`src/rtl/rr_sel_mux2.sv`:
```
// Two-source round-robin arbiter feeding a one-entry registered 2:1 output stage.
// Alternates on contention and respects downstream backpressure via valid/ready.
module rr_sel_mux2 #(
    parameter int WIDTH = 8
) (
    input  logic             clk,
    input  logic             rst,
    input  logic [WIDTH-1:0] i0,
    input  logic             i0_valid,
    output logic             i0_ready,
    input  logic [WIDTH-1:0] i1,
    input  logic             i1_valid,
    output logic             i1_ready,
    output logic [WIDTH-1:0] y,
    output logic             y_valid,
    input  logic             y_ready,
    output logic             s
);

    // state  | meaning
    // EMPTY  | output register holds no beat
    // FULL   | output register holds a beat tagged by s
    localparam logic [0:0] ST_EMPTY = 1'b0;
    localparam logic [0:0] ST_FULL  = 1'b1;

    logic [0:0]       r_state;
    logic             r_last;
    logic [WIDTH-1:0] r_y;
    logic             r_s;

    logic             w_out_free;
    logic             w_g;
    logic             w_accept;
    logic             w_pop;

    assign y_valid = (r_state == ST_FULL);
    assign y       = r_y;
    assign s       = r_s;

    // Gating with rst keeps both readies low while reset is asserted.
    assign w_out_free = !rst && (!y_valid || y_ready);
    assign w_pop      = y_valid && y_ready;
    assign w_accept   = w_out_free && (i0_valid || i1_valid);

    always_comb begin
        w_g = 1'b0;
        if (i0_valid && i1_valid) begin
            w_g = ~r_last;
        end else if (i1_valid) begin
            w_g = 1'b1;
        end
    end

    assign i0_ready = w_out_free && i0_valid && !w_g;
    assign i1_ready = w_out_free && i1_valid &&  w_g;

    always_ff @(posedge clk) begin
        if (rst) begin
            r_state <= ST_EMPTY;
            r_last  <= 1'b1;
            r_y     <= '0;
            r_s     <= 1'b0;
        end else begin
            case (r_state)
                ST_EMPTY: if (w_accept)            r_state <= ST_FULL;
                ST_FULL:  if (w_pop && !w_accept)  r_state <= ST_EMPTY;
                default:                           r_state <= ST_EMPTY;
            endcase
            // Pointer moves only on an accepted beat; idle cycles leave it alone.
            if (w_accept) begin
                r_y    <= w_g ? i1 : i0;
                r_s    <= w_g;
                r_last <= w_g;
            end
        end
    end

endmodule

```
`config.mk`:
```
export PLATFORM = sky130hd
export DESIGN_NAME = rr_sel_mux2
export DESIGN_NICKNAME = d
export VERILOG_FILES = /design/src/rtl/rr_sel_mux2.sv
export SDC_FILE = /design/constraint.sdc
export NUM_CORES = 1
export LEC_CHECK = 0
export CAP_MARGIN = 10
export CORE_MARGIN = 4
export CORE_UTILIZATION = 39
export DETAILED_ROUTE_END_ITERATION = 10
export GPL_TIMING_DRIVEN = 1
export PLACE_DENSITY = 0.82
export SYNTH_ARGS = -nofsm -noshare
export SYNTH_HDL_FRONTEND = slang
export SYNTH_SLANG_ARGS = --single-unit
```
`constraint.sdc`:
```
create_clock -name clk -period 1.4 [get_ports clk]
set_input_delay 0.28 -clock clk [delete_from_list [all_inputs] [get_ports clk]]
set_output_delay 0.28 -clock clk [all_outputs]
set_load 0.05 [all_outputs]
```
# Word-level counts from Yosys, hierarchy flattened
# Cells that the tools add are included.
dict set report classes {
  bitwise 2
  mux 6
  reduce_logical 15
}
# op count
set op_table {}
lappend op_table {{$logic_and 1x1->1} 9}
lappend op_table {{$mux 8} 1}
lappend op_table {{$logic_not 1->1} 4}
lappend op_table {{$mux 1} 4}
lappend op_table {{$logic_or 1x1->1} 2}
lappend op_table {{$not 1->1} 2}
lappend op_table {{$pmux 1 s2} 1}
dict set report totals {
  reg_bits 11
  output_inout_bits 12
  elab_cells 27
  input_bits 21
}

# Longest topological paths before layout
dict set report depth {
  depth_word 8
  depth_mapped 4
}

# Least setup slack after synthesis
# No wires, ideal clock.
dict set report synth_timing {
  path_type {register to output}
  startpoint {register r_state, in the netlist y_valid}
  endpoint {output i1_ready}
  path_stages_with_launch 5
  path_slack_ps -462
  n_path_buf 1
  arrival_time_ps 1582
  required_time_ps 1120
  path_cell_list {dfxtp_1 nand2b_4 buf_2 nand3_1 nor2_1}
}
dict set report synth_via {
  elab_chain_len 5
}
# item line_no
set synth_lines {}
lappend synth_lines {{from (decl)} 26} ;# logic [0:0] r_state;
lappend synth_lines {{from (signal assigned)} 59} ;# r_state <= ST_EMPTY;
lappend synth_lines {{from (signal assigned)} 65} ;# ST_EMPTY: if (w_accept) r_state <= ST_FULL;
lappend synth_lines {{from (signal assigned)} 66} ;# ST_FULL: if (w_pop && !w_accept) r_state <= ST_EMPTY;
lappend synth_lines {{$logic_not 1->1} 41} ;# assign w_out_free = !rst && (!y_valid || y_ready);
lappend synth_lines {{$logic_or 1x1->1} 41}
lappend synth_lines {{$logic_and 1x1->1} 41}
lappend synth_lines {{$logic_and 1x1->1 (2 in a row)} 55} ;# assign i1_ready = w_out_free && i1_valid && w_g;
lappend synth_lines {{to (decl)} 13} ;# output logic i1_ready,
# No other way between the ends.

# Worst setup path in the final report
dict set report layout_timing {
  startpoint {register r_last}
  endpoint {output i0_ready}
}
dict set report layout_via {
  elab_chain_len 4
}
# item line_no
set layout_lines {}
lappend layout_lines {{from (decl)} 27} ;# logic r_last;
lappend layout_lines {{from (signal assigned)} 73} ;# r_last <= w_g;
lappend layout_lines {{$not 1->1} 48} ;# w_g = ~r_last;
lappend layout_lines {{$mux 1} 47} ;# if (i0_valid && i1_valid) begin
lappend layout_lines {{$logic_not 1->1} 54} ;# assign i0_ready = w_out_free && i0_valid && !w_g;
lappend layout_lines {{$logic_and 1x1->1} 54}
lappend layout_lines {{to (decl)} 10} ;# output logic i0_ready,
# No other way between the ends.

==> impl_metrics.tcl <==
set metrics [dict create \
    status "finished, violations left" \
    violations "negative setup slack" \
    yosys_most_used_dff "dfxtp_1" \
    drive_gt1_frac 0.3900 \
    gp_congestion 0.7392 \
    overflow 0 \
    maxSlewHeadroom 0.7708 \
    whs_ns 0.4946 \
    synth_nets 77 \
    netlist_area_um2 578.1 \
    ys_warn_count 0 \
    finalSetupViolations 1 \
    antenna_found_initial 0 \
    synth_cells 56 \
    hold_path_class "in -> reg" \
    path_cells "nand2b_4 > nand3_4 > nor2_4 > buf_12" \
    power.leakage_nw 0.4638 \
    cts.sinks 11 \
    hold_end "y_valid$_SDFF_PP0_" \
    area_growth_pct 103.7 \
    ioPinCount 33 \
    skew_ns 0.01265 \
    synth_area_per_cell_um2 10.32 \
    powerDensity_mw_per_mm2 874.9 \
    synth_area_leader_cell "dfxtp_1" \
    synth.area.top_cells "dfxtp_1 (38%), nand4b_1 (24%), o2111a_1 (16%)" \
    cp_data_arrival_time_ns 1.13 \
    holdCritStartpoint "rst" \
    routed_via_density 6.191 \
    period_share 1.006 \
    first_global_vias 630 \
    nFillCells 63 \
    firstDrtPassIters 5 \
    clk_pin_slew_ns 0.08 \
    ys_seq_elements 11 \
    rows 13 \
    cp_slowest_cell "dfxtp_2" \
    crit_type "reg -> out" \
    dpl.hpwl_um 1445 \
    instances_no_fill 115 \
    diodes 0 \
    busiest_layer "met2" \
    worstPathRequired_ns 1.12 \
    hold_depth 2 \
    rsz0062_at_grt "true" \
    cts.path.max_buffers 2 \
    min_period_ns 1.408 \
    grt.met2_usage 0.3489 \
    synth_edf_count 0 \
    synth_cell_types 16 \
    finalWirelength_um 2090 \
    cts_max_level 1 \
    finalWorstSetupSlack_ns -0.008073 \
    reg2regPathDepth 5 \
    slew_viol_final 0 \
    yosysMostFrequentCell "nand4b_1" \
    antenna_left 0 \
    worst_slew_pin_slew_ns 0.3438 \
    drc_errors 0 \
    grt_pass1_wl_um 3105 \
    grt_usage 0.2073 \
    cpPeakStageDelay_ns 0.37 \
    place_inst 107 \
    root_buffer "clkbuf_4" \
    r2r-start "y_valid$_SDFF_PP0_" \
    cts_buffers 3 \
    critPathLaunchType "flip-flop" \
    place_ws_ns -0.2197 \
    grtUsageMet3 0.04688 \
    synth.cells.most_frequent "nand4b_1 (16), dfxtp_1 (11), o2111a_1 (8)" \
    fmaxAchievable_mhz 710.2 \
    r2r_slack_ns 0.03 \
    drtIter0Drc 28 \
    holdBufCountCts 0 \
    ir_worst_vdd_v 0.0009398 \
    clk_latency_ns 0.27 \
    r2r_end "y[7]$_SDFFE_PP0P_" \
    start_util 0.4282 \
    drv_cap 0 \
    cp-startpoint "r_last$_SDFFE_PP1P_" \
    async_flop_share 0 \
    cts_tree "yes" \
    end_kind "primary output" \
    chipWidth_um 46.50 \
    hold_violations 0 \
    wl_per_cell_um 18.17 \
    p_total_mw 1.030 \
    die_y_um 46.50 \
    nNetsFinal 122 \
    io_buffers 32 \
    ys_seq_area_frac 0.3810 \
    cp_max_fo 3 \
    core_area_mm2 0.001350 \
    routed-via-count 712 \
    grt_max_degree 13 \
    gr-usage-met1 0.2640 \
    synth_top_area_frac 0.3810 \
    die-area_mm2 0.002162 \
]
## where the power goes
part	leakage [nW]	internal, mW	switching [mW]
logic	0.357	0.231	0.205
registers	0.0918	0.342	0.0308
clock network	0.0150	0.110	0.111
total	0.464	0.683	0.347
## per-layer routing
metal | up-vias | wire, um
met4 | 0 | 35
met1 | 334 | 798
met2 | 54 | 1039
li1 | 318 | -
met5 | - | 0
met3 | 6 | 218
## stage by stage
step	setup TNS, ns	instance area (um^2)	utilization
floorplan	0	596.8	-
global placement	-2.006	1092	0.8091
detailed placement	-2.249	1092	0.8091
CTS	-0.01978	1162	0.8610
global route	-0.09366	1177	0.8721
finish	-0.008073	1177	0.8721
## cell usage in the layout, fill, tap and decap left out, drive strengths merged, types with 2 or more instances in the layout
| cell type | n |
|---|---|
| buf | 25 |
| nand4b | 16 |
| clkdlybuf4s50 | 16 |
| dfxtp | 11 |
| o2111a | 8 |
| dlygate4sd2 | 4 |
| clkbuf | 4 |
| a21oi | 3 |
| nor2 | 3 |
| nand2b | 2 |
| nand3 | 2 |
## worst max-delay path, delay by kind of cell, from the launching register on
family	cells	cell delay, ns
flops	1	0.37
simple gates	3	0.34
buf+inv	1	0.14
## how the worst max path moves through the flow
stage | end | slack (ns) | cells past startpoint
CTS | i0_ready | -0.02 | 4
detailed placement | y[0]$_SDFFE_PP0P_ | -0.22 | 5
finish | i0_ready | -0.008 | 4
global route | i0_ready | -0.05 | 4
floorplan | i1_ready | 0.01 | 4
global placement | y[1]$_SDFFE_PP0P_ | -0.20 | 4
## area by class of cell
| type | instances | area (um^2) | area share |
|---|---|---|---|
| repair buffers | 45 | 533.0 | 0.4527 |
| clock buffers | 4 | 26.28 | 0.02232 |
| multi-input cells | 39 | 370.4 | 0.3146 |
| well taps | 15 | 18.77 | 0.01594 |
| inverters | 1 | 3.754 | 0.003188 |
| flip-flops and latches | 11 | 225.2 | 0.1913 |
## timing repair
item | 4_1_cts | 5_1_grt
pin swaps | 3 | 2
resized for setup | 10 | 0
buffers inserted | 2 | 2
endpoints found under the setup margin | 2 | 7
## state kept, by name, summed over array words and instances (netlist names)
| signal | cells |
|---|---|
| y_valid | 1 |
| y | 8 |
| s | 1 |
| r_last | 1 |
## kinds of logic after synthesis
group	share of synthesized area
AO/OA/AOI/OAI	0.2208
AND/OR/NAND/NOR	0.3377
buffers and inverters	0.06060
flip-flops	0.3810
Note: power is estimated with default switching activity, not from simulation.
